<file path="src/rtl/jk_seq_pkg.sv">
// Shared op codes, FSM state encoding and JK drive codes for the bank sequencer.
package jk_seq_pkg;

   localparam logic [2:0] OP_NOP    = 3'd0;
   localparam logic [2:0] OP_CLEAR  = 3'd1;
   localparam logic [2:0] OP_SET    = 3'd2;
   localparam logic [2:0] OP_LOAD   = 3'd3;
   localparam logic [2:0] OP_TOGGLE = 3'd4;
   localparam logic [2:0] OP_COUNT  = 3'd5;

   typedef enum logic [2:0] {
      ST_IDLE  = 3'd0,
      ST_APPLY = 3'd1,
      ST_COUNT = 3'd2,
      ST_CHECK = 3'd3,
      ST_RESP  = 3'd4
   } state_t;

   // {j,k} pairs for one flop
   localparam logic [1:0] JK_HOLD   = 2'b00;
   localparam logic [1:0] JK_RESET  = 2'b01;
   localparam logic [1:0] JK_SET    = 2'b10;
   localparam logic [1:0] JK_TOGGLE = 2'b11;

   // Per-bit {j,k} for a single-cycle APPLY of the given op
   function automatic logic [1:0] apply_code(input logic [2:0] op, input logic bit_d);
      logic [1:0] code;
      case (op)
         OP_CLEAR:  code = JK_RESET;
         OP_SET:    code = JK_SET;
         OP_LOAD:   code = bit_d ? JK_SET : JK_RESET;
         OP_TOGGLE: code = bit_d ? JK_TOGGLE : JK_HOLD;
         default:   code = JK_HOLD;
      endcase
      return code;
   endfunction

endpackage

</file>
<file path="src/rtl/jk_toggle_gen.sv">
// Binary up-count toggle vector: bit i toggles when all lower bits are 1.
module jk_toggle_gen #(
   parameter int WIDTH = 4
) (
   input  logic [WIDTH-1:0] q,
   output logic [WIDTH-1:0] t
);

   logic carry;

   // Ripple the all-ones carry upward; carry into bit 0 is always 1
   always_comb begin
      t     = '0;
      carry = 1'b1;
      for (int i = 0; i < WIDTH; i++) begin
         t[i]  = carry;
         carry = carry & q[i];
      end
   end

endmodule

</file>
<file path="src/rtl/jk_bank_sequencer.sv">
// Command-driven controller for a bank of JK flops: applies an op, reads the
// bank back, compares with the predicted value and returns a response.
module jk_bank_sequencer
   import jk_seq_pkg::*;
#(
   parameter int WIDTH = 4,
   parameter int CNT_W = 8
) (
   input  logic             clk,
   input  logic             reset,
   input  logic             cmd_valid,
   output logic             cmd_ready,
   input  logic [2:0]       cmd_op,
   input  logic [WIDTH-1:0] cmd_data,
   input  logic [CNT_W-1:0] cmd_count,
   output logic [WIDTH-1:0] j,
   output logic [WIDTH-1:0] k,
   input  logic [WIDTH-1:0] q,
   output logic             busy,
   output logic             rsp_valid,
   input  logic             rsp_ready,
   output logic [WIDTH-1:0] rsp_q,
   output logic             rsp_err
);

   state_t           state, state_nxt;
   logic [2:0]       op_r;
   logic [WIDTH-1:0] data_r;
   logic [CNT_W-1:0] cnt_r;
   logic [WIDTH-1:0] exp_r;
   logic [WIDTH-1:0] exp_nxt;
   logic [WIDTH-1:0] tgl;
   logic             accept;
   logic             illegal;

   jk_toggle_gen #(.WIDTH(WIDTH)) u_tgl (
      .q (q),
      .t (tgl)
   );

   assign accept    = (state == ST_IDLE) && cmd_valid;
   assign illegal   = (cmd_op > OP_COUNT);
   assign busy      = (state != ST_IDLE);
   assign rsp_valid = (state == ST_RESP);

   // Predicted bank value after the incoming op, captured at accept
   always_comb begin
      exp_nxt = q;
      case (cmd_op)
         OP_CLEAR:  exp_nxt = '0;
         OP_SET:    exp_nxt = '1;
         OP_LOAD:   exp_nxt = cmd_data;
         OP_TOGGLE: exp_nxt = q ^ cmd_data;
         OP_COUNT:  exp_nxt = q + WIDTH'(cmd_count);
         default:   exp_nxt = q;
      endcase
   end

   // State register
   always_ff @(posedge clk or posedge reset) begin
      if (reset) state <= ST_IDLE;
      else       state <= state_nxt;
   end

   // Next state and bank drive; bank holds (j=k=0) outside APPLY/COUNT
   always_comb begin
      state_nxt = state;
      cmd_ready = 1'b0;
      j         = '0;
      k         = '0;
      case (state)
         ST_IDLE: begin
            cmd_ready = 1'b1;
            if (cmd_valid) begin
               if (illegal)                  state_nxt = ST_RESP;
               else if (cmd_op != OP_COUNT)  state_nxt = ST_APPLY;
               else if (cmd_count != '0)     state_nxt = ST_COUNT;
               else                          state_nxt = ST_CHECK;
            end
         end
         ST_APPLY: begin
            for (int i = 0; i < WIDTH; i++) {j[i], k[i]} = apply_code(op_r, data_r[i]);
            state_nxt = ST_CHECK;
         end
         ST_COUNT: begin
            j = tgl;
            k = tgl;
            if (cnt_r == CNT_W'(1)) state_nxt = ST_CHECK;
         end
         ST_CHECK: state_nxt = ST_RESP;
         ST_RESP:  if (rsp_ready) state_nxt = ST_IDLE;
         default:  state_nxt = ST_IDLE;
      endcase
   end

   // Command capture and COUNT step counter
   always_ff @(posedge clk or posedge reset) begin
      if (reset) begin
         op_r   <= OP_NOP;
         data_r <= '0;
         cnt_r  <= '0;
         exp_r  <= '0;
      end else if (accept) begin
         op_r   <= cmd_op;
         data_r <= cmd_data;
         cnt_r  <= cmd_count;
         exp_r  <= exp_nxt;
      end else if (state == ST_COUNT) begin
         cnt_r  <= cnt_r - CNT_W'(1);
      end
   end

   // Response registers: illegal ops answer straight from IDLE, others from CHECK
   always_ff @(posedge clk or posedge reset) begin
      if (reset) begin
         rsp_q   <= '0;
         rsp_err <= 1'b0;
      end else if (accept && illegal) begin
         rsp_q   <= q;
         rsp_err <= 1'b1;
      end else if (state == ST_CHECK) begin
         rsp_q   <= q;
         rsp_err <= (q != exp_r);
      end
   end

endmodule

</file>
<file path="config.mk">
export PLATFORM = sky130hd
export DESIGN_NAME = jk_bank_sequencer
export DESIGN_NICKNAME = d
export VERILOG_FILES = /design/src/rtl/jk_seq_pkg.sv /design/src/rtl/jk_toggle_gen.sv /design/src/rtl/jk_bank_sequencer.sv
export SDC_FILE = /design/constraint.sdc
export NUM_CORES = 1
export LEC_CHECK = 0
export CAP_MARGIN = 20
export CORE_MARGIN = 8
export CORE_UTILIZATION = 25
export CTS_BUF_LIST = sky130_fd_sc_hd__clkbuf_16
export CTS_CLUSTER_DIAMETER = 100
export DETAILED_ROUTE_END_ITERATION = 10
export PLACE_DENSITY_LB_ADDON = 0.15
export SLEW_MARGIN = 20
export SYNTH_ARGS = -nofsm -noshare
export SYNTH_HDL_FRONTEND = slang
export SYNTH_SLANG_ARGS = --single-unit
</file>
<file path="constraint.sdc">
create_clock -name clk -period 2.1 [get_ports clk]
set_clock_uncertainty 0.2 [all_clocks]
set_input_delay 0.42 -clock clk [delete_from_list [all_inputs] [get_ports clk]]
set_output_delay 0.42 -clock clk [all_outputs]
set_load 0.03 [all_outputs]
</file>
### Yosys cells after proc, flatten, opt, wreduce, memory -nomap -nowiden

Index checks and enable logic that the tools add are counted.

* reduce and logical (&&, ||, !) cells: 8
* eq/ne operators: 19
* bitwise operators: 3
* add/subtract/negate cells: 2
* $lt $le $gt $ge: 1
* muxes and demuxes: 29

Operators by type and width (count)
* 2-bit one-hot mux with 4 select lines: 4
* 4-bit one-hot mux with 5 select lines: 1
* 3-bit by 2-bit equality test with 1-bit output, second input constant: 6
* 2-bit two-way mux: 9
* 8-bit two-way mux: 2
* 4-bit one-hot mux with 2 select lines: 2
* 3-bit one-hot mux with 5 select lines: 1
* 3-bit equality test, second input constant: 4
* 3-bit two-way mux: 4
* 3-bit by 1-bit equality test with 1-bit output, second input constant: 3
* 8-bit by 1-bit equality test with 1-bit output, second input constant: 1
* 4-bit two-way mux: 2
* 8-bit nonzero test: 1
* 8-bit by 1-bit subtractor with 8-bit output, second input constant: 1
* 4-bit adder: 1
* 1-bit two-way mux: 4
* 2-bit inequality test, second input constant: 2
* 4-bit inequality test: 1
* 2-bit nonzero test: 2
* 4-bit bitwise XOR: 1
* 3-bit > comparator, second input constant: 1
* 3-bit zero test: 1
* 3-bit inequality test, second input constant: 1
* 3-bit AND reduction: 1
* other kinds (4): 6

* output and inout port bits: 16
* register bits: 27
* input bits: 23
* logic and storage cells: 69

### Longest topological paths before layout

Gate-level depths: netlist of run 1.

* depth in word-level cells: 6
* gate-level depth with buffers: 6
* gate-level depth less buffers: 6

### Hierarchy

From an unflattened synthesis of run 1, not the netlist that was laid out.

* cell total of the unflattened synthesis: 227
* area total of the unflattened synthesis: 1908.1 um^2

By module, submodules not included
* jk_bank_sequencer: instances 1, cells an instance 222, seq. area each 675.6 um^2, area each 1876.8 um^2
* jk_toggle_gen: instances 1, cells an instance 5, seq. area each 0.0 um^2, area each 31.3 um^2

### Worst setup path before layout of run 1

OpenSTA, ideal clock, no wires.

* kind: reg-to-output
* start: register op_r[1]
* end: output port j[0]
* required time: 1.480 ns
* buffers on the path: 1
* path slack: -0.358 ns
* cell stages (with the launch flop): 5
* arrival: 1.838 ns
* cell sequence: dfrtp_1 clkbuf_1 nor3b_2 o211ai_1 o21ai_0

* word-level cells in the longest chain between the ends: 3
* elaborated cells between the ends (all ways): 6
* those cells by class: eq/ne: 4; mux: 2

Ends and longest elaborated chain
* start, declared: RTL line jk_bank_sequencer.sv:27 `logic [2:0] op_r;`
* start signal, assigned: RTL line jk_bank_sequencer.sv:104 `op_r <= cmd_op;`
* 3-bit equality test, or another cell as far along: RTL line jk_seq_pkg.sv:28 `case (op)`
* 2-bit one-hot mux with 4 select lines (*): RTL line jk_seq_pkg.sv:28
* 4-bit one-hot mux with 2 select lines (*): RTL line jk_bank_sequencer.sv:71 `case (state)`
* end, declared: RTL line jk_bank_sequencer.sv:16 `output logic [WIDTH-1:0] j,`

Mark *: on every way between the ends. The rest lies on a longest branch, timed or not.

### Worst setup path after layout of run 1

* start: register op_r[0]
* end: output port j[3]

The elaborated chain is that of the path after synthesis.

==> reports/qor.yml, run 1 <==
worstPathArrival_ns: 1.55
syn_to_final_growth_pct: 51.2
overflow: 0
multi_input_area_um2: 1180
syn_avg_cell_area_um2: 8.47
cts_buffer_depth: 2
slew_violations: 0
coreArea_um2: 7290
start_kind: "flip-flop"
clk_pin_slew_worst_paths_ns: 0.07
relSlewSlack_pct: 74.8
cp_data_required_time_ns: 1.48
top_layer_used: "met4"
drc_errors: 0
rows: 31
m1WireLength_mm: 2.90
holdPathEnd: "rsp_q[3]"
whs_path_depth: 1
layout_setup_ws_ns: -0.0673
grt_start_max_net_pins: 28
holdBufCountCts: 0
port_buffers: 38
ys_seq_area_share_pct: 35.6
place.gp.congestion: 0.802
synth.net_count: 253
num_vias: 1915
maxCapViolCount: 0
htree_levels: 1
grt_pass1_vias: 2018
drtIter0Drc: 68
nFillCells: 773
finalCritPeriodShare_pct: 103
status: "finished with violations"
violations: "setup timing"
die-area_um2: 10600
endpoint_kind: "primary output"
ys_seq_elements: 27
antenna_found_initial: 0
synth.area.top_cells: "dfrtp_1, nand2_1, o21ai_0, a21oi_1, ha_1"
worst-setup-path-type: "flip-flop to primary output"
final_nets: 331
met2_length_mm: 2.70
clock_sinks: 27
grt_pass1_wl_mm: 10.1
final_util_pct: 39.3
p_leak_nw: 1.24
min_from: "rsp_q[3]"
synth_cell_types: 53
synthesis.area_um2: 1900
ant_nets: 0
finalSetupViolCount: 8
hp-class: "flip-flop to flip-flop"
cp_max_fo: 8
vias_per_cell: 4.79
max_freq_mhz: 461
seq_area_um2: 681
ff2ff_path_depth: 4
drive_gt1_share_pct: 31.6
synth_top_cell_area_share_pct: 35.6
worstMarginPinSlew_ns: 0.377
cts_tree: "yes"
synth-main-ff-cell: "dfrtp_1"
pre_cts_slack_ns: -0.177
finalWirelength_mm: 5.94
vdd_drop_max_mv: 0.488
wl_per_cell_um: 14.8
powerDensity_nw_per_um2: 1360
cts-buffers-inserted: 3
slowest_stage: "dfrtp_2"
yosys.area.top_type: "dfrtp_1"
die_h_um: 103
n_antenna_cell: 0
hold_violations: 0
yosys_warnings: 0
rsz0062_at_grt: "yes"
ioPinCount: 39
dp_hpwl_mm: 4.73
min_period_ns: 2.17
async_flop_share_pct: 100
r2r_slack_ns: 0.23
die_w_um: 103
start_util_pct: 26.0
synth_edf_count: 0
clk_latency_ns: 0.26
cp_cell_sequence: "nor3b_4, buf_6, o21ai_2, o31a_1, o21ai_2, buf_6"
cts-root-buf: "clkbuf_16"
r2r-end: "exp_r[0]"
reg2reg_from: "state[2]"
syn_inst: 224
grtUsageTotal_pct: 12.2
holdWs_ns: 0.311
wl_met3_um: 282
slowest_delay_ns: 0.44
firstDrtPassIters: 4
synth_stat cells (all sizes together), types with 2 or more instances:
cell    instances
xnor2           5
nor4b           2
xor2            2
a22oi           4
nor3b           2
nor2           13
dfrtp          27
o211ai          4
nand2b          8
mux2            4
inv            11
a21oi          16
o21ai          21
a211o           2
buf             7
nand3           5
a21o            2
nor3            8
a211oi          2
clkbuf          7
a221o           2
nand4           3
or4             3
ha              5
nand2          29
a31oi           3
a41oi           2
nor2b           4
placed cells by master (no fill, tap or decap), drive strengths merged, types with 5 or more instances in the layout:
master	netlist	routed
nand3	5	5
nand2	29	29
ha	5	5
clkdlybuf4s50	0	25
o21ai	21	21
nand2b	8	8
nor2	13	13
xnor2	5	5
a21oi	16	16
inv	11	11
buf	7	59
nor3	8	8
dfrtp	27	27
worst max path at each step:
stage / start / endpoint / slack (ns)
final: op_r[0] / j[3] / -0.07
after global placement: q[1] / exp_r[3] / -0.15
after floorplan: op_r[1] / j[0] / -0.11
after CTS: op_r[0] / j[3] / -0.08
after detailed placement: q[1] / exp_r[2] / -0.18
after global routing: op_r[2] / k[2] / -0.15
registers in the layout, indices dropped and copies added, names as in the netlist:
| register | cells |
|---|---|
| op_r | 3 |
| rsp_q | 4 |
| data_r | 4 |
| cnt_r | 8 |
| state | 3 |
| rsp_err | 1 |
| exp_r | 4 |
repair_timing:
action	in CTS	in global routing
pin swaps	5	3
gates cloned	0	0
buffers inserted	5	0
endpoints found under the setup margin	10	10
resized for setup	20	9
cells by family (layout without fill, tap and decap cells):
group / after synthesis / after routing / synth area share, %
AND/OR/NAND/NOR: 86 / 86 / 24.8
adder cells (fa/ha/maj): 6 / 6 / 4.35
flip-flops: 27 / 27 / 35.6
multiplexers: 5 / 5 / 2.90
XOR/XNOR: 7 / 7 / 3.23
AO/OA/AOI/OAI: 68 / 68 / 23.1
buffers and inverters: 25 / 102 / 6.06
through the flow:
stage / std cells / TNS [ns] / area [µm²] / total power [W]
2_1_floorplan: 224 / -0.878 / 1950 / 0.00248
3_3_place_gp: 391 / -1.57 / 2680 / 0.00333
3_5_place_dp: 391 / -1.49 / 2680 / 0.00331
4_1_cts: 400 / -0.371 / 2850 / 0.00389
5_1_grt: 400 / -1.15 / 2870 / 0.00422
6_report: 400 / -0.360 / 2870 / 0.00389
worst max-delay path, delay by kind of cell (launching register included):
family,cells,cell delay [ns]
AO/OA/AOI/OAI,3,0.32
flip-flops,1,0.44
buffers and inverters,2,0.30
AND/OR/NAND/NOR,1,0.22
cell type report:
type	instances	area share [%]
timing repair buffer	87	26.5
tap	99	4.32
multi-input combinational	172	41.1
sequential	27	23.7
clock buffer	3	2.62
inverter	11	1.44
clock inverter	1	0.262
power breakdown:
| group | leakage (nW) | total (W) | switching, W | internal (W) |
|---|---|---|---|---|
| sequential | 0.320 | 0.00105 | 0.000264 | 0.000788 |
| clock | 0.0371 | 0.000456 | 0.000197 | 0.000260 |
| combinational | 0.880 | 0.00238 | 0.00124 | 0.00115 |
per-layer routing:
metal | global-route usage (%) | up-vias
li1 | - | 967
met1 | 16.2 | 908
met2 | 19.4 | 34
met3 | 2.97 | 6
met4 | 3.23 | 0
met5 | 0 | -
Note: power is estimated with default switching activity, not from simulation.
==> run 2, diff against run 1 <==
--- a/config.mk
+++ b/config.mk
@@ -12,7 +12,6 @@
 export CTS_CLUSTER_DIAMETER = 100
 export DETAILED_ROUTE_END_ITERATION = 10
 export PLACE_DENSITY_LB_ADDON = 0.15
-export SLEW_MARGIN = 20
 export SYNTH_ARGS = -nofsm -noshare
 export SYNTH_HDL_FRONTEND = slang
 export SYNTH_SLANG_ARGS = --single-unit
==> results of run 2 <==
No change in the layout: final DEF, timing and power equal those of run 1.
